[config.mk]
export PLATFORM = sky130hd
export DESIGN_NAME = decimator
export DESIGN_NICKNAME = d
export VERILOG_FILES = /design/src/rtl/decimator_pkg.sv /design/src/rtl/decimator_shift_sat.sv /design/src/rtl/decimator.sv
export SDC_FILE = /design/constraint.sdc
export NUM_CORES = 1
export LEC_CHECK = 0
export ABC_AREA = 1
export ABC_CLOCK_PERIOD_IN_PS = 1500
export CELL_PAD_IN_SITES_DETAIL_PLACEMENT = 1
export CELL_PAD_IN_SITES_GLOBAL_PLACEMENT = 2
export CORE_AREA = 2 2 62 64
export CTS_CLUSTER_DIAMETER = 120
export DETAILED_ROUTE_END_ITERATION = 10
export DIE_AREA = 0 0 64 66
export HOLD_SLACK_MARGIN = 0.15
export PLACE_DENSITY_LB_ADDON = 0.12
export SETUP_SLACK_MARGIN = 0.4
export SLEW_MARGIN = 15
export SYNTH_ARGS = -nofsm -noshare
export SYNTH_HDL_FRONTEND = slang
export SYNTH_SLANG_ARGS = --single-unit
[constraint.sdc]
create_clock -name clk_i -period 1.5 [get_ports clk_i]
set_input_delay 0.225 -clock clk_i [delete_from_list [all_inputs] [get_ports clk_i]]
set_output_delay 0.225 -clock clk_i [all_outputs]
set_load 0.01 [all_outputs]
[src/rtl/decimator_pkg.sv]
// Shared DFE constants and small helpers for the decimator and its shift/saturate stage.
// The comb stage and later DFE stages import the same values.
package decimator_pkg;

  localparam int unsigned DFE_WINDOW_LEN = 250;
  localparam int unsigned DFE_DECIM      = 250;
  localparam int unsigned DFE_COMB_BW    = 9;
  localparam int unsigned DFE_FEAT_BW    = 8;

  // Counter width that stays at least one bit when only a single state exists.
  function automatic int unsigned cnt_w(input int unsigned n);
    return (n > 1) ? $clog2(n) : 1;
  endfunction

endpackage

[src/rtl/decimator_shift_sat.sv]
// Combinational arithmetic right shift followed by a clamp to the signed output range.
// Reports whether the clamp changed the value.
module shift_sat #(
  parameter int unsigned I_BW  = 9,
  parameter int unsigned O_BW  = 8,
  parameter int unsigned SHIFT = 1
) (
  input  logic signed [I_BW-1:0] din,
  output logic signed [O_BW-1:0] dout,
  output logic                   clamped
);

  logic signed [I_BW-1:0] wide;

  // Keeps all I_BW bits so the sign copies of the shift take part in the range check.
  assign wide = din >>> SHIFT;

  if (I_BW > O_BW) begin : g_clamp
    logic [I_BW-O_BW:0] top_bits;
    logic               ovf;

    // In range exactly when every bit from the output sign bit upward matches.
    assign top_bits = wide[I_BW-1:O_BW-1];
    assign ovf      = (|top_bits) && !(&top_bits);

    always_comb begin
      dout    = wide[O_BW-1:0];
      clamped = 1'b0;
      if (ovf) begin
        clamped = 1'b1;
        dout    = wide[I_BW-1] ? {1'b1, {(O_BW-1){1'b0}}} : {1'b0, {(O_BW-1){1'b1}}};
      end
    end
  end else begin : g_extend
    assign dout    = O_BW'(wide);
    assign clamped = 1'b0;
  end

endmodule

[src/rtl/decimator.sv]
// Keeps one of every DECIM valid comb samples, drops the first STARTUP_SKIP of those,
// then emits the scaled and saturated sample as a one-cycle pulse.
module decimator
  import decimator_pkg::*;
#(
  parameter int unsigned I_BW         = DFE_COMB_BW,
  parameter int unsigned O_BW         = DFE_FEAT_BW,
  parameter int unsigned DECIM        = DFE_DECIM,
  parameter int unsigned SHIFT        = 1,
  parameter int unsigned STARTUP_SKIP = 1
) (
  input  logic                   clk_i,
  input  logic                   rst_n_i,
  input  logic                   en_i,
  input  logic signed [I_BW-1:0] data_i,
  input  logic                   valid_i,
  output logic signed [O_BW-1:0] data_o,
  output logic                   valid_o,
  output logic                   sat_o
);

  localparam int unsigned PhaseW = cnt_w(DECIM);
  localparam int unsigned SkipW  = cnt_w(STARTUP_SKIP + 1);

  logic [PhaseW-1:0]     phase_q, phase_d;
  logic [SkipW-1:0]      skip_q, skip_d;
  logic signed [O_BW-1:0] data_q, data_d;
  logic                  valid_q, valid_d;
  logic                  sat_q, sat_d;

  logic                  clear;
  logic                  dec_pt;
  logic                  skip_done;
  logic signed [O_BW-1:0] scaled;
  logic                  clamped;

  shift_sat #(
    .I_BW  (I_BW),
    .O_BW  (O_BW),
    .SHIFT (SHIFT)
  ) u_shift_sat (
    .din     (data_i),
    .dout    (scaled),
    .clamped (clamped)
  );

  assign clear     = !rst_n_i || !en_i;
  assign dec_pt    = valid_i && (phase_q == PhaseW'(DECIM - 1));
  assign skip_done = (skip_q == SkipW'(STARTUP_SKIP));

  always_comb begin
    phase_d = phase_q;
    skip_d  = skip_q;
    data_d  = data_q;
    valid_d = 1'b0;
    sat_d   = sat_q;

    if (valid_i) begin
      phase_d = dec_pt ? '0 : phase_q + PhaseW'(1);
    end

    if (dec_pt) begin
      if (!skip_done) begin
        skip_d = skip_q + SkipW'(1);
      end else begin
        valid_d = 1'b1;
        data_d  = scaled;
        sat_d   = sat_q || clamped;
      end
    end
  end

  // Clear has priority, so a decimation point coinciding with reset or disable emits nothing.
  always_ff @(posedge clk_i) begin
    if (clear) begin
      phase_q <= '0;
      skip_q  <= '0;
      data_q  <= '0;
      valid_q <= 1'b0;
      sat_q   <= 1'b0;
    end else begin
      phase_q <= phase_d;
      skip_q  <= skip_d;
      data_q  <= data_d;
      valid_q <= valid_d;
      sat_q   <= sat_d;
    end
  end

  assign data_o  = data_q;
  assign valid_o = valid_q;
  assign sat_o   = sat_q;

endmodule

# [Word level (Yosys, flattened, before mapping)]
# Cells that the tools add are included.
[word_totals] regBits=18 latchBits=0 ramBits=0 rom_bits=0 inputBits=13 out_inout_bits=10 memories=0
[classes] n_addsub=2 multipliers=0 n_div=0 n_lt_le_gt_ge=0 eq_ne=1 shift=0 mux=3 bitwise_logic=1 reduce_logical=6
[op_table] operator="adder 8 x 1 -> 8 bit, second input constant" n=1
[op_table] operator="== test 8 bit, second input constant" n=1
[op_table] operator="2-to-1 mux 8 bit" n=1
[op_table] operator="logical NOT 1 bit" n=2
[op_table] operator="2-to-1 mux 1 bit" n=2
[op_table] operator="AND reduction 2 bit" n=1
[op_table] operator="OR reduction 2 bit" n=1
[op_table] operator="adder 1 bit, second input constant" n=1
[op_table] operator="logical AND 1 bit" n=1
[op_table] operator="logical OR 1 bit" n=1
[op_table] operator="inverter 1 bit" n=1

# [Logic depth before layout (Yosys ltp)]
[logic_depth] ltp_word=4 depth_mapped=9 ltp_nobuf=8

# [Modules after synthesis]
# A second synthesis with hierarchy kept.
[unflattened] hier_cells=131 area_unflattened_um2=914.6
[modules_own_cells] module="decimator" n_inst=1 cells_per_inst=121 area_each_um2=843.3 seq_area_each_um2=380.4
[modules_own_cells] module="shift_sat" n_inst=1 cells_per_inst=10 area_each_um2=71.3 seq_area_each_um2=0.0

# [Worst setup path after synthesis]
# No wires, ideal clock.
[synth_path] kind="register -> register" startpoint="register phase_q[0]" endpoint="register data_q[0] (netlist: data_o[0])" setup_ns=0.113 t_arrival_ns=1.088 t_required_ns=1.387 setup_slack_ns=0.300 path_stages_with_launch=8 path_buffers=1 synth_period_minus_slack_ns=1.200 cell_sequence="dfxtp_1 -> ha_1 -> nand2_1 -> nor2_2 -> nand3_4 -> buf_6 -> nor2_1 -> nor2_1"
[synth_between] elab_chain_len=3
[synth_lines] element="from (decl)" line="decimator.sv:25" source="logic [PhaseW-1:0] phase_q, phase_d;"
[synth_lines] element="from (signal assigned)" line="decimator.sv:82" source="phase_q <= phase_d;"
[synth_lines] element="== test 8 bit" line="decimator.sv:48" source="assign dec_pt = valid_i && (phase_q == PhaseW'(DECIM - 1));"
[synth_lines] element="logical AND 1 bit" line="decimator.sv:48"
[synth_lines] element="AND reduction 2 bit (no line)"
[synth_lines] element="to (signal assigned)" line="decimator.sv:84" source="data_q <= data_d;"
[synth_lines] element="to (decl)" line="decimator.sv:27" source="logic signed [O_BW-1:0] data_q, data_d;"
# No other way between the ends.
# A chain may end at the register's enable or synchronous reset.

# [Worst setup path in the final report]
[layout_path] startpoint="register phase_q[0]" endpoint="register valid_q (netlist: valid_o)"
[layout_between] elab_chain_len=4
[layout_lines] element="== test 8 bit" line="decimator.sv:48"
[layout_lines] element="logical AND 1 bit" line="decimator.sv:48"
[layout_lines] element="inverter 1 bit (no line)"
[layout_lines] element="OR reduction 2 bit (no line)"
[layout_lines] element="to (signal assigned)" line="decimator.sv:85" source="valid_q <= valid_d;"
[layout_lines] element="to (decl)" line="decimator.sv:28" source="logic valid_q, valid_d;"
# No other way between the ends.

==> results.json <==
{
  "synthXorXnorAreaFrac": 0,
  "htree_num_levels": 1,
  "grt_first_pass_wirelength_um": 3700,
  "synth-compound-area-share": 0.0546,
  "peakVddDrop_v": 0.000313,
  "dr.first_iter.drc_count": 15,
  "critical_path.endpoint_type": "flip-flop",
  "max_cap_viol_count": 0,
  "antenna_violating_nets_post_route": 0,
  "grt_max_degree": 11,
  "drt_pre_antenna_iters": 2,
  "final_common_cell": "sky130_fd_sc_hd__nand2_1",
  "clkSlewWorstSetupHoldPaths_ns": 0.12,
  "layout-drive-gt1-share": 0.366,
  "grt_antenna_before_repair": 0,
  "synth_area_um2": 825,
  "setup_total_negative_slack_ns": 0,
  "buffer_ports.inserted": 20,
  "via_per_inst": 4.05,
  "die_x_extent_um": 64,
  "worstSetupStartpointType": "flip-flop",
  "critPathLaunch": "phase_q[0]",
  "final_count_of_hold_timing_violations": 0,
  "fin_util": 0.361,
  "place.detailed.hpwl_um": 1550,
  "clock_skew_ns": 0.00785,
  "cts_buffer_depth": 2,
  "synthMuxAreaShare": 0,
  "adder_and_majority_gate_portion_of_the_synthesized_area": 0.0303,
  "regToRegStartpoint": "phase_q[0]",
  "antenna_cells_inserted": 0,
  "tritoncts_clock_tree": "yes",
  "grt_pass1_vias": 835,
  "synth_seq_cells": 18,
  "starting_density_of_the_core": 0.232,
  "fillers": 430,
  "detail_route.drc_violations": 0,
  "postRouteWirelength_um": 2190,
  "p_per_area_mw_per_mm2": 667,
  "synth_top_family_by_area": "simple AND/OR/NAND/NOR gates",
  "sum_of_overflow_across_all_layers_after_global_routing": 0,
  "fp.dieArea_mm2": 0.00422,
  "post_synth_inst_count": 117,
  "class_of_the_most_critical_hold_timing_path": "input pin to flip-flop",
  "nNetsFinal": 169,
  "arrival_ns": 1.48,
  "clk-insertion-delay-late_ns": 0.30,
  "finalWorstPathRequiredPeriod_ns": 1.23,
  "worst-endpoint-required_ns": 1.75,
  "cp.buffers_inverters": 2,
  "numCtsBuffers": 3,
  "design.portCount": 23,
  "cts_root_buffer": "sky130_fd_sc_hd__clkbuf_4",
  "crit_fanout": 8,
  "finalSetupViolations": 0,
  "rsz0062_at_grt": "true",
  "die_height_um": 66,
  "fin_crit_sh": 0.819,
  "max_clock_freq_mhz": 814,
  "cp_top_family": "flip-flops",
  "finalMaxSlewViolations": 0,
  "post-route-cell-area_mm2": 0.00128,
  "yosys_warnings": 0,
  "timing.critical_path.slowest_cell_delay_ns": 0.39,
  "critical_path_class": "flip-flop to flip-flop",
  "routed-via-count": 815,
  "num_rows": 22,
  "synth.lib_cells_used.distinct": 19,
  "top_library_cells_by_usage_in_the_layout_fill_and_taps_aside": "sky130_fd_sc_hd__nand2_1 (25), sky130_fd_sc_hd__nor2_1 (22), sky130_fd_sc_hd__inv_1 (16)",
  "syn_nets": 132,
  "synth_simple_gate_area_frac": 0.357,
  "cells_along_the_critical_path": "ha_4 -> nand2_4 -> nor2_4 -> buf_6 -> nand3_4 -> buf_4 -> nor2_1",
  "synth_seq_area_share": 0.437,
  "hold_path.startpoint": "valid_i",
  "clock-sinks": 18,
  "detail_routed_net_length_per_standard_cell_um": 10.9,
  "critical-path-slowest-cell": "sky130_fd_sc_hd__dfxtp_4",
  "status": "complete, no violations",
  "syn_area_per_cell_um2": 7.05,
  "cellLeakagePower_nw": 0.565,
  "core-area_mm2": 0.00355,
  "area.growth.synth_to_final_pct": 55.5,
  "gp_congestion": 0.776,
  "grt.total_usage": 0.115,
  "post_dp_cell_area_mm2": 0.00112
}
==> cell families after synthesis <==
logic type,after synthesis
other,1
flip-flops,18
AO/OA/AOI/OAI,9
buffers and inverters,20
adder cells (fa/ha/maj),2
AND/OR/NAND/NOR,67
==> state kept, by name (all words and copies together) (netlist names) <==
signal and flops:
skip_done 1, data_o 8, valid_o 1, phase_q 8
==> final cells by class <==
cell class / count / area (um^2) / share of cell area
clock buffers: 4 / 36.3 / 0.0283
inverters: 17 / 63.8 / 0.0498
multi-input cells: 81 / 468 / 0.365
flip-flops and latches: 18 / 375 / 0.293
well taps: 48 / 60.1 / 0.0468
repair buffers: 33 / 279 / 0.218
==> per-layer routing <==
layer	track usage	up-vias	routed length (um)
li1	-	430	-
met1	0.125	371	931
met3	0.0187	2	69
met4	0.0571	0	20
met2	0.215	12	1170
met5	0	-	0
==> cells in the mapped netlist, drive strengths merged <==
| master | count | area share |
|---|---|---|
| inv | 17 | 0.077 |
| buf | 2 | 0.023 |
| nand2 | 32 | 0.15 |
| nand3 | 6 | 0.052 |
| conb | 1 | 0.0045 |
| nor3 | 2 | 0.012 |
| a21oi | 8 | 0.049 |
| clkbuf | 1 | 0.017 |
| ha | 2 | 0.030 |
| nor2 | 25 | 0.13 |
| dfxtp | 18 | 0.44 |
| or2 | 1 | 0.0076 |
| nand4 | 1 | 0.0076 |
| o21ai | 1 | 0.0061 |
==> worst reg2reg max path: cells and delay by family, from the launching register on <==
kind	cells	cell delay (ns)
flip-flops	1	0.39
AND/OR/NAND/NOR	4	0.35
buffers and inverters	2	0.30
adder cells (fa/ha/maj)	1	0.15
==> power by group <==
group	switching, W	leakage (nW)	internal (W)
clock	0.000162	0.0210	0.000148
combinational	0.0000257	0.393	0.0000388
sequential	0.00000222	0.150	0.000479
total	0.000190	0.565	0.000665
==> final timing paths <==
check | to | slack [ns] | depth (start not counted)
setup / recovery | valid_o | 0.27 | 7
hold / removal | phase_q[0] | 0.47 | 3
setup reg to reg | valid_o | 0.27 | 7
hold reg to reg | data_o[6] | 0.52 | 4
==> per-stage QoR <==
step	cells	hold WS [ns]	setup WS, ns	total power [W]
final	201	0.467	0.272	0.000855
after global placement	188	0.479	-0.0757	0.000552
after CTS	199	0.460	0.283	0.000875
after detailed placement	188	0.499	-0.0759	0.000553
after floorplan	117	0.341	0.373	0.000515
after global routing	201	0.486	0.173	0.000904
==> repair_timing <==
action,4_1_cts,5_1_grt
buffers inserted,5,2
endpoints found under the setup margin,27,26
gates cloned,2,0
resized for setup,42,16
pin swaps,2,4
hold buffers,0,0
endpoints found under the hold margin,0,0
No activity file was read; power rests on OpenSTA's default activity.
